## config.mk

```make
export PLATFORM = sky130hd
export DESIGN_NAME = xip_line_cache
export DESIGN_NICKNAME = d
export VERILOG_FILES = /design/src/rtl/xip_line_cache.sv
export SDC_FILE = /design/constraint.sdc
export NUM_CORES = 1
export LEC_CHECK = 0
export ABC_AREA = 1
export BUFFER_PORTS_ARGS = -buffer_cell sky130_fd_sc_hd__buf_4
export CELL_PAD_IN_SITES_DETAIL_PLACEMENT = 1
export CELL_PAD_IN_SITES_GLOBAL_PLACEMENT = 2
export CORE_AREA = 4 4 319 446
export DETAILED_ROUTE_END_ITERATION = 16
export DIE_AREA = 0 0 323 450
export GPL_TIMING_DRIVEN = 0
export PLACE_DENSITY = 0.78
export SETUP_SLACK_MARGIN = 0.2
export SYNTH_ARGS = -nofsm -noshare
export SYNTH_HDL_FRONTEND = slang
export SYNTH_SLANG_ARGS = --single-unit
```

## constraint.sdc

```tcl
create_clock -name clk -period 9.6 [get_ports clk]
set_input_delay 1.92 -clock clk [delete_from_list [all_inputs] [get_ports clk]]
set_output_delay 1.92 -clock clk [all_outputs]
set_load 0.005 [all_outputs]
```

## src/rtl/xip_line_cache.sv

```systemverilog
// xip_line_cache: direct-mapped AXI-Lite read cache that refills whole lines from the XIP engine.
// Define XIP_LINE_PREFETCH_EN to add a one-line sequential prefetch after each demand fill.
module xip_line_cache #(
  parameter int ADDR_W     = 32,
  parameter int LINE_WORDS = 4,
  parameter int NUM_LINES  = 8
) (
  input  logic              clk,
  input  logic              reset,
  input  logic              xip_en_i,
  input  logic              flush_i,
  input  logic [ADDR_W-1:0] araddr_i,
  input  logic              arvalid_i,
  output logic              arready_o,
  output logic [31:0]       rdata_o,
  output logic [1:0]        rresp_o,
  output logic              rvalid_o,
  input  logic              rready_i,
  output logic              fill_start_o,
  output logic [ADDR_W-1:0] fill_addr_o,
  output logic [31:0]       fill_len_o,
  input  logic [31:0]       fill_data_i,
  input  logic              fill_valid_i,
  input  logic              fill_done_i,
  input  logic              fill_err_i,
  output logic              hit_o,
  output logic              miss_o
);
  localparam int OFF    = $clog2(LINE_WORDS * 4);
  localparam int IDX    = $clog2(NUM_LINES);
  localparam int IDX_W  = (IDX > 0) ? IDX : 1;
  localparam int WORD_W = $clog2(LINE_WORDS);
  localparam int TAG_W  = ADDR_W - OFF - IDX;
  localparam int CNT_W  = WORD_W + 1;
  localparam logic [CNT_W-1:0] CNT_FULL = CNT_W'(LINE_WORDS);
  localparam logic [1:0] RESP_OKAY   = 2'b00;
  localparam logic [1:0] RESP_SLVERR = 2'b10;

`ifdef XIP_LINE_PREFETCH_EN
  typedef enum logic [2:0] {S_IDLE, S_LOOKUP, S_FILL, S_RESP, S_PREFETCH} state_t;
`else
  typedef enum logic [1:0] {S_IDLE, S_LOOKUP, S_FILL, S_RESP} state_t;
`endif

  function automatic logic [IDX_W-1:0] line_idx(input logic [ADDR_W-1:0] a);
    return (IDX > 0) ? IDX_W'(a >> OFF) : '0;
  endfunction

  function automatic logic [TAG_W-1:0] line_tag(input logic [ADDR_W-1:0] a);
    return a[ADDR_W-1 -: TAG_W];
  endfunction

  state_t               state_q, state_d;
  logic                 rdy_q;
  logic [ADDR_W-1:0]    addr_q;
  logic [ADDR_W-1:0]    fill_addr_q;
  logic [CNT_W-1:0]     cnt_q;
  logic [31:0]          req_q;
  logic [31:0]          rdata_q;
  logic [1:0]           rresp_q;
  logic                 fill_start_q;
  logic                 hit_q;
  logic                 miss_q;
  logic                 flushed_q;
  logic [NUM_LINES-1:0] valid_q;
  logic [TAG_W-1:0]     tag_mem  [NUM_LINES];
  logic [31:0]          data_mem [NUM_LINES][LINE_WORDS];

  logic [IDX_W-1:0]  req_idx, fill_idx;
  logic [WORD_W-1:0] req_word;
  logic              lookup_hit, filling, fill_wr, fill_ok, fill_commit, req_word_now;
  logic [CNT_W-1:0]  cnt_nxt;
  logic              unused_addr_lsb;

  assign req_idx    = line_idx(addr_q);
  assign req_word   = addr_q[OFF-1:2];
  assign fill_idx   = line_idx(fill_addr_q);
  assign lookup_hit = valid_q[req_idx] && (tag_mem[req_idx] == line_tag(addr_q));
  assign unused_addr_lsb = ^addr_q[1:0];

`ifdef XIP_LINE_PREFETCH_EN
  logic              pf_pend_q;
  logic [ADDR_W-1:0] next_line;
  logic              pf_go;
  // Plain add carries into the tag when the index wraps.
  assign next_line = fill_addr_q + ADDR_W'(LINE_WORDS * 4);
  assign pf_go     = pf_pend_q && !arvalid_i && !valid_q[line_idx(next_line)];
  assign filling   = (state_q == S_FILL) || (state_q == S_PREFETCH);
`else
  assign filling   = (state_q == S_FILL);
`endif

  // Words past the end of the line are dropped; the count saturates at LINE_WORDS.
  assign fill_wr      = filling && fill_valid_i && (cnt_q < CNT_FULL);
  assign cnt_nxt      = cnt_q + CNT_W'(fill_wr);
  assign fill_ok      = !fill_err_i && (cnt_nxt == CNT_FULL);
  assign fill_commit  = filling && fill_done_i && fill_ok && !flushed_q && !flush_i;
  assign req_word_now = fill_wr && (cnt_q[WORD_W-1:0] == req_word);

  always_comb begin
    state_d   = state_q;
    arready_o = 1'b0;
    rvalid_o  = 1'b0;
    case (state_q)
      S_IDLE: begin
        arready_o = rdy_q;
        if (arvalid_i && rdy_q) state_d = S_LOOKUP;
      end
      S_LOOKUP: state_d = (!xip_en_i || lookup_hit) ? S_RESP : S_FILL;
      S_FILL:   if (fill_done_i) state_d = S_RESP;
      S_RESP: begin
        rvalid_o = 1'b1;
`ifdef XIP_LINE_PREFETCH_EN
        if (rready_i) state_d = pf_go ? S_PREFETCH : S_IDLE;
`else
        if (rready_i) state_d = S_IDLE;
`endif
      end
`ifdef XIP_LINE_PREFETCH_EN
      S_PREFETCH: if (fill_done_i) state_d = S_IDLE;
`endif
      default: state_d = S_IDLE;
    endcase
  end

  always_ff @(posedge clk) begin
    if (fill_wr) data_mem[fill_idx][cnt_q[WORD_W-1:0]] <= fill_data_i;
    if (fill_commit) tag_mem[fill_idx] <= line_tag(fill_addr_q);
  end

  always_ff @(posedge clk or posedge reset) begin
    if (reset) begin
      state_q      <= S_IDLE;
      rdy_q        <= 1'b0;
      addr_q       <= '0;
      fill_addr_q  <= '0;
      cnt_q        <= '0;
      req_q        <= '0;
      rdata_q      <= '0;
      rresp_q      <= RESP_OKAY;
      fill_start_q <= 1'b0;
      hit_q        <= 1'b0;
      miss_q       <= 1'b0;
      flushed_q    <= 1'b0;
      valid_q      <= '0;
`ifdef XIP_LINE_PREFETCH_EN
      pf_pend_q    <= 1'b0;
`endif
    end else begin
      state_q      <= state_d;
      rdy_q        <= 1'b1;
      fill_start_q <= 1'b0;
      hit_q        <= 1'b0;
      miss_q       <= 1'b0;
      if (fill_wr) cnt_q <= cnt_nxt;
      if (filling && flush_i) flushed_q <= 1'b1;
      case (state_q)
        S_IDLE: if (arvalid_i && rdy_q) addr_q <= araddr_i;
        S_LOOKUP: begin
          if (!xip_en_i) begin
            rdata_q <= '0;
            rresp_q <= RESP_SLVERR;
          end else if (lookup_hit) begin
            rdata_q <= data_mem[req_idx][req_word];
            rresp_q <= RESP_OKAY;
            hit_q   <= 1'b1;
          end else begin
            fill_start_q <= 1'b1;
            miss_q       <= 1'b1;
            fill_addr_q  <= {addr_q[ADDR_W-1:OFF], {OFF{1'b0}}};
            cnt_q        <= '0;
            flushed_q    <= 1'b0;
          end
        end
        S_FILL: begin
          if (req_word_now) req_q <= fill_data_i;
          // A flushed fill still answers the requester; only the valid bit is withheld.
          if (fill_done_i) begin
            rresp_q <= fill_ok ? RESP_OKAY : RESP_SLVERR;
            rdata_q <= !fill_ok ? '0 : (req_word_now ? fill_data_i : req_q);
`ifdef XIP_LINE_PREFETCH_EN
            pf_pend_q <= fill_ok;
`endif
          end
        end
`ifdef XIP_LINE_PREFETCH_EN
        S_RESP: begin
          if (rready_i) begin
            pf_pend_q <= 1'b0;
            if (pf_go) begin
              fill_start_q <= 1'b1;
              fill_addr_q  <= next_line;
              cnt_q        <= '0;
              flushed_q    <= 1'b0;
            end
          end
        end
`endif
        default: ;
      endcase
      if (fill_commit) valid_q[fill_idx] <= 1'b1;
      if (flush_i) valid_q <= '0;
    end
  end

  assign rdata_o      = rdata_q;
  assign rresp_o      = rresp_q;
  assign fill_start_o = fill_start_q;
  assign fill_addr_o  = fill_addr_q;
  assign fill_len_o   = 32'(LINE_WORDS * 4);
  assign hit_o        = hit_q;
  assign miss_o       = miss_q;
endmodule

```

==> run summary, run 1 <==
status = finished clean
Largest stage delay, worst path = 0.90 ns
CTS Sinks = 1364
DR WL/cell = 31.0 um
DR vias = 39471
Die Width = 323 um
commonest cells in the netlist = edfxtp_1 (1224), nor2_1 (767), o21ai_0 (659)
first-pass GRT wire length = 296000 um
max_cap viols = 0
initial antenna violation count = 9
largest net degree at the start of global routing = 89
compound-gate portion of the synthesized area = 11.9%
clk root buf = clkbuf_16
layout cells sized above 1 = 10.7%
worst path required time = 10.32 ns
CTS Hold Bufs = 0
Initial Util = 39.9%
largest family of logic cells by synthesized area = compound AO/OA/AOI/OAI gates
most numerous cell in the Yosys netlist = edfxtp_1
R2R Path End = rdata_o[22]
GRT Util Overall = 28.8%
non-filler cells, final = 6829
Inserted Clock Buffers = 134
Synth Warn # = 0
Synth Area in Simple Gates = 10.6%
Cell Chain, Critical Path = inv_1 -> clkbuf_1 -> clkbuf_2 -> clkbuf_1 -> o21ai_0 -> o211ai_1 -> nand3_1 -> nand2_1 -> nand3_1 -> nand2_1
initial DRC count = 3913
GR Util met2 = 49.5%
Synth Area in XOR/XNOR = 0.0478%
Worst Path Max Fanout = 10
crit path DAT = 5.30 ns
DRC Markers = 0
crit end category = flop
final core occ = 46.5%
final period utilization = 47.7%
post-synth top area share = 66.8%
flop2flop setup slack = 5.02 ns
Fin. Hold Viols = 0
ys flop type = edfxtp_1
Post-CTS Resized = 0
RR Startpoint = addr_q[6]
Worst VDD drop = 209 uV
Synth area leader = edfxtp_1
Post-Synth Adder-Cell Area = 0.159%
synthesized flop and latch total = 1364
Syn Std Cell Area = 55000 um2
Port Buffers = 135
Final Critical Period = 4.58 ns
Cells after Synth = 4575
GR Overflow Total = 0
Antenna Nets Post-Route = 0
Worst Hold End = rdata_o[14]
sequential area share after synthesis = 73.2%
Area Growth Syn to Fin = 16.5%
row count = 161
Final TNS setup = 0 ns
maximum clock frequency = 218 MHz
worst-margin pin slew = 1.30 ns
most crowded layer after global routing = met2
drt via density = 5.78
placed cell count = 6581
Clock Skew = 0.0285 ns
pwr/cell area = 309 nW/um2
hold path cells = 2
EDFF count, synth = 1224
Final setup viols = 0
HPWL Detailed = 146000 um
Total Routed Length = 212000 um
global routing usage on met1 = 33.2%
Longest Clk Path Bufs = 3
Critical-path top delay cell = clkbuf_1
P_leak = 0.0225 uW
slew margin rel. = 13.2%
core area = 138000 um2
RSZ-0062 raised after global routing = no
mux cell area share after synthesis = 0.0410%
H-tree Lvls = 4
post-route setup slack = 5.02 ns
GP Congestion = 0.903
HP Start = rdata_o[14]
Hold Path Class = flop to flop
fin. max-slew vios = 0
drt pass-1 iters = 6
Die Y-Extent = 450 um
Layout Nets = 5004
post-synthesis async set-or-reset flop share = 10.3%
CTS tree = done
vias in the first global route = 40862
syn_area_per_cell = 12.0 um2
met3 GRT Util = 4.41%
die footprint = 145000 um2
IO Pins = 176
synth top area cells = edfxtp_1 (67%), dfrtp_1 (6.4%), o21ai_0 (6.0%)
CTS clk-pin slew, worst paths = 0.06 ns
Synth cell types = 27
pre-CTS setup slack = 4.35 ns
critical path launch point type = flop
Setup Buffers After CTS = 0
clk_lat worst skew = 0.80 ns
worst setup path category = flop to flop
worst reg-to-reg path cell count = 10
[cell usage in the layout (no fill, tap or decap), types with 2 or more instances in the layout]
cell type and instances:
conb_1 38, nand3_1 187, buf_12 24, inv_2 3
clkbuf_16 140, ha_1 7, bufinv_16 13, buf_1 12
edfxtp_1 1224, inv_6 7, inv_1 165, buf_4 186
buf_2 71, diode_2 6, clkbuf_1 227, nor2_1 727
clkbuf_8 3, clkinv_1 30, nor2_4 40, mux2_2 2
a21oi_1 107, buf_6 3, o21ai_1 81, xnor2_1 3
o21bai_1 56, o22ai_1 264, o21ai_0 659, nand2_2 2
o211ai_1 26, dfrtp_1 140, buf_16 17, clkinv_8 4
clkinv_2 19, nand2_1 536
[layout make-up]
type / count / area [um2]
Antenna cell: 6 / 15.0
Clock buffer: 168 / 3640
Timing Repair Buffer: 177 / 1970
Sequential cell: 1364 / 40300
Inverter: 169 / 639
Tap cell: 1793 / 2240
Buffer: 339 / 1570
Fill cell: 14425 / 73800
Multi-Input combinational cell: 2739 / 13000
Clock inverter: 74 / 732
[per-stage QoR]
step / total power (uW) / cell area [um2] / hold slack [ns]
global placement: 14200 / 58400 / 0.468
global route: 20500 / 64000 / 0.525
detailed placement: 14400 / 59600 / 0.481
finish: 19800 / 64000 / 0.495
CTS: 19800 / 64000 / 0.498
floorplan: 10900 / 55100 / 0.465
[cells by family after synthesis]
group / Yosys count
AND/OR/NAND/NOR: 1494
flip-flops: 1364
AO/OA/AOI/OAI: 1195
buffers and inverters: 508
adder cells (fa/ha/maj): 7
XOR/XNOR: 3
other: 2
multiplexers: 2
[per-layer routing]
| layer | share of wire, % | vias up |
|---|---|---|
| met3 | 6.3 | 512 |
| met1 | 36 | 20262 |
| li1 | - | 17004 |
| met2 | 50 | 1693 |
| met5 | 0 | - |
| met4 | 8.2 | 0 |
[registers in the layout, summed over array words and instances, names as in the netlist]
| register | flops |
|---|---|
| rdy_q | 1 |
| addr_q | 30 |
| cnt_q | 3 |
| hit_o | 1 |
| valid_q | 8 |
| rresp_o | 1 |
| data_mem | 1024 |
| state_q | 2 |
| fill_addr_o | 28 |
| flushed_q | 1 |
| req_q | 32 |
| rdata_o | 32 |
| tag_mem | 200 |
| miss_o | 1 |
[worst max-delay path, delay by kind of cell, from the launching register on]
family | cells | cell delay (ns)
buffers and inverters | 4 | 2.61
AOI/OAI and AO/OA | 2 | 0.98
and+or+nand+nor | 4 | 0.53
DFF | 1 | 0.37
[where the power goes]
group | total [uW] | switching [uW] | internal, uW
clock | 5360 | 2320 | 3040
combinational | 7180 | 5400 | 1780
sequential | 7230 | 307 | 6930
total | 19800 | 8030 | 11800
[worst max-delay path by stage]
stage / from / end / slack [ns] / depth (start not counted)
floorplan: reset / addr_q[10] / 3.93 / 1
global placement: fill_valid_i / tag_mem[2][10] / 1.16 / 9
detailed placement: fill_valid_i / tag_mem[3][10] / 4.35 / 10
CTS: addr_q[6] / rdata_o[30] / 5.10 / 13
global route: state_q[0] / tag_mem[3][10] / 4.97 / 11
finish: addr_q[6] / rdata_o[22] / 5.02 / 10
(Power assumes the default switching activity.)
==> run 2: changes to the inputs <==
Clock period 9.6 ns to 4.5 ns, I/O delays scaled along.
==> run 2 against run 1 <==
  * Cell area up 0.40%
  * Final cell count rose by 0.18%
  * Clock skew rose by 0.0099 ns
  * Sequential cell count is the same
  * Power is 110% higher
  * Sequential share of layout area is 0.25 points lower
  * Count of clock-buffer cells in the layout rose by 12
  * Hold slack got worse by 0.38 ns
  * Combinational power rose by 110%
  * Global-route usage fell by 0.073 points
  * Fmax up 6.8%
  * Clock power up 110%
  * Largest cell class unchanged
  * Largest power group unchanged
==> run summary, run 2 (synthesis gave the netlist of run 1 again) <==
CTS Sinks = 1364
CP Launch Point = addr_q[4]
RSZ-0062 raised after global routing = no
Critical-path top delay cell = clkbuf_1
flop2flop setup slack = 0.21 ns
Die Width = 323 um
CTS clk-pin slew, worst paths = 0.06 ns
crit path DAT = 4.99 ns
sequential power share = 36.6%
drt pass-1 iters = 7
Final Critical Period = 4.29 ns
initial antenna violation count = 11
Cell Chain, Critical Path = inv_2 -> clkbuf_1 -> o21ai_1 -> nand3_1 -> nand2_1 -> nand2_1 -> nand2_1 -> nor2_1 -> nand2_1 -> nor2_1 -> nand3_1 -> nand2_2 -> buf_2 -> nand3_1 -> nand2_1
status = finished clean
largest net degree at the start of global routing = 37
register area = 40300 um2
Area Growth Syn to Fin = 16.9%
DRC Markers = 0
slew margin rel. = 5.71%
final period utilization = 95.3%
most frequent cells in the layout = edfxtp_1 (1224), nor2_1 (727), o21ai_0 (659)
DR WL/cell = 30.9 um
max FFs per register = 1024
layout cells sized above 1 = 11.0%
max_cap viols = 0
Fin. Hold Viols = 0
clk root buf = clkbuf_16
die footprint = 145000 um2
placed cell count = 6585
RR Startpoint = addr_q[4]
Port Buffers = 135
maximum clock frequency = 233 MHz
# fillers = 14437
critical path launch point type = flop
core area = 138000 um2
GP Congestion = 0.909
CTS tree = done
Longest Clk Path Bufs = 3
Inserted Clock Buffers = 135
Total Routed Length = 212000 um
worst-margin pin slew = 1.41 ns
crit end category = flop
row count = 161
Final setup viols = 0
Largest stage delay, worst path = 0.83 ns
worst setup path category = flop to flop
fin. max-slew vios = 0
Antenna Nets Post-Route = 0
footprint of the multi-input gates = 13000 um2
Sw Share = 40.6%
initial DRC count = 4539
first-pass GRT wire length = 296000 um
Worst VDD drop = 352 uV
clk_lat worst skew = 0.80 ns
Worst Path Max Fanout = 10
Die Y-Extent = 450 um
H-tree Lvls = 4
GRT Util Overall = 28.7%
HPWL Detailed = 146000 um
drt via density = 5.80
internal power = 25100 uW
Layout Nets = 5018
P_leak = 0.0226 uW
switching power = 17100 uW
Initial Util = 39.9%
worst path required time = 5.21 ns
Power, Total = 42200 uW
GR Overflow Total = 0
IO Pins = 176
most common library cell in the layout ignoring fill and taps = edfxtp_1
CP most frequent cell = nand2_1
Hold Path Class = input port to async pin
Logic pwr share = 36.3%
pwr/cell area = 657 nW/um2
vias in the first global route = 40982
clock share of power = 27.1%
non-filler cells, final = 6841
Clock Skew = 0.0384 ns
DR vias = 39671
run 2: power groups by stage:
stage	sequential [uW]	combinational, uW	clock, uW
6_report	15400	15300	11500
5_1_grt	15500	16200	12100
4_1_cts	15400	15200	11600
3_5_place_dp	15700	15100	0
3_3_place_gp	15700	14700	0
2_1_floorplan	15400	7750	0
run 2: routing by layer:
metal	vias up	part of all wire, %	wire length [um]	global-route usage (%)
met5	-	0.011	23	0
met4	4	7.8	16600	18.6
met3	510	6.3	13400	4.12
met2	1800	50	106000	49.8
met1	20333	36	75700	33.2
li1	17024	-	-	-
run 2: repair_timing:
item | in CTS | in global routing
setup buffers | 9 | 0
endpoints found under the setup margin | 157 | 149
hold buffers | 0 | 0
gates resized for setup | 5 | 8
pin swaps | 8 | 0
run 2: critical path, delay by kind of cell, from the launching register on:
family                 cells  cell delay [ns]
AO/OA/AOI/OAI              1             0.16
flip-flops                 1             0.41
buffers and inverters      3             1.38
AND/OR/NAND/NOR           11             2.24
run 2: stage by stage:
| step | hold WS [ns] | TNS (ns) | utilization [%] | worst slack [ns] | area [um2] |
|---|---|---|---|---|---|
| floorplan | 0.465 | 0 | - | 0.194 | 55100 |
| detailed placement | 0.472 | -0.227 | 43.3 | -0.127 | 59700 |
| CTS | 0.0750 | 0 | 46.6 | 0.201 | 64300 |
| finish | 0.110 | 0 | 46.7 | 0.214 | 64300 |
| global placement | 0.471 | -1439.55 | 42.4 | -3.21 | 58400 |
| global route | 0.0998 | 0 | 46.7 | 0.243 | 64300 |
run 2: layout make-up:
class,count,share of cell area (%)
flip-flops and latches,1364,62.6
multi-input cells,2739,20.2
clock buffers,180,5.78
well taps,1793,3.49
repair buffers,190,3.45
plain buffers,339,2.48
clock inverters,64,1.01
inverters,169,0.993
diodes,3,0.0117
run 2: worst paths after layout:
kind / to / cells past startpoint
worst max register to register: rdata_o[30] / 15
max in group asynchronous: addr_q[9] / 5
worst min-delay path: fill_addr_o[19] / 2
min in group clk: addr_q[15] / 3
worst min register to register: rdata_o[17] / 2
worst max-delay path: rdata_o[30] / 15
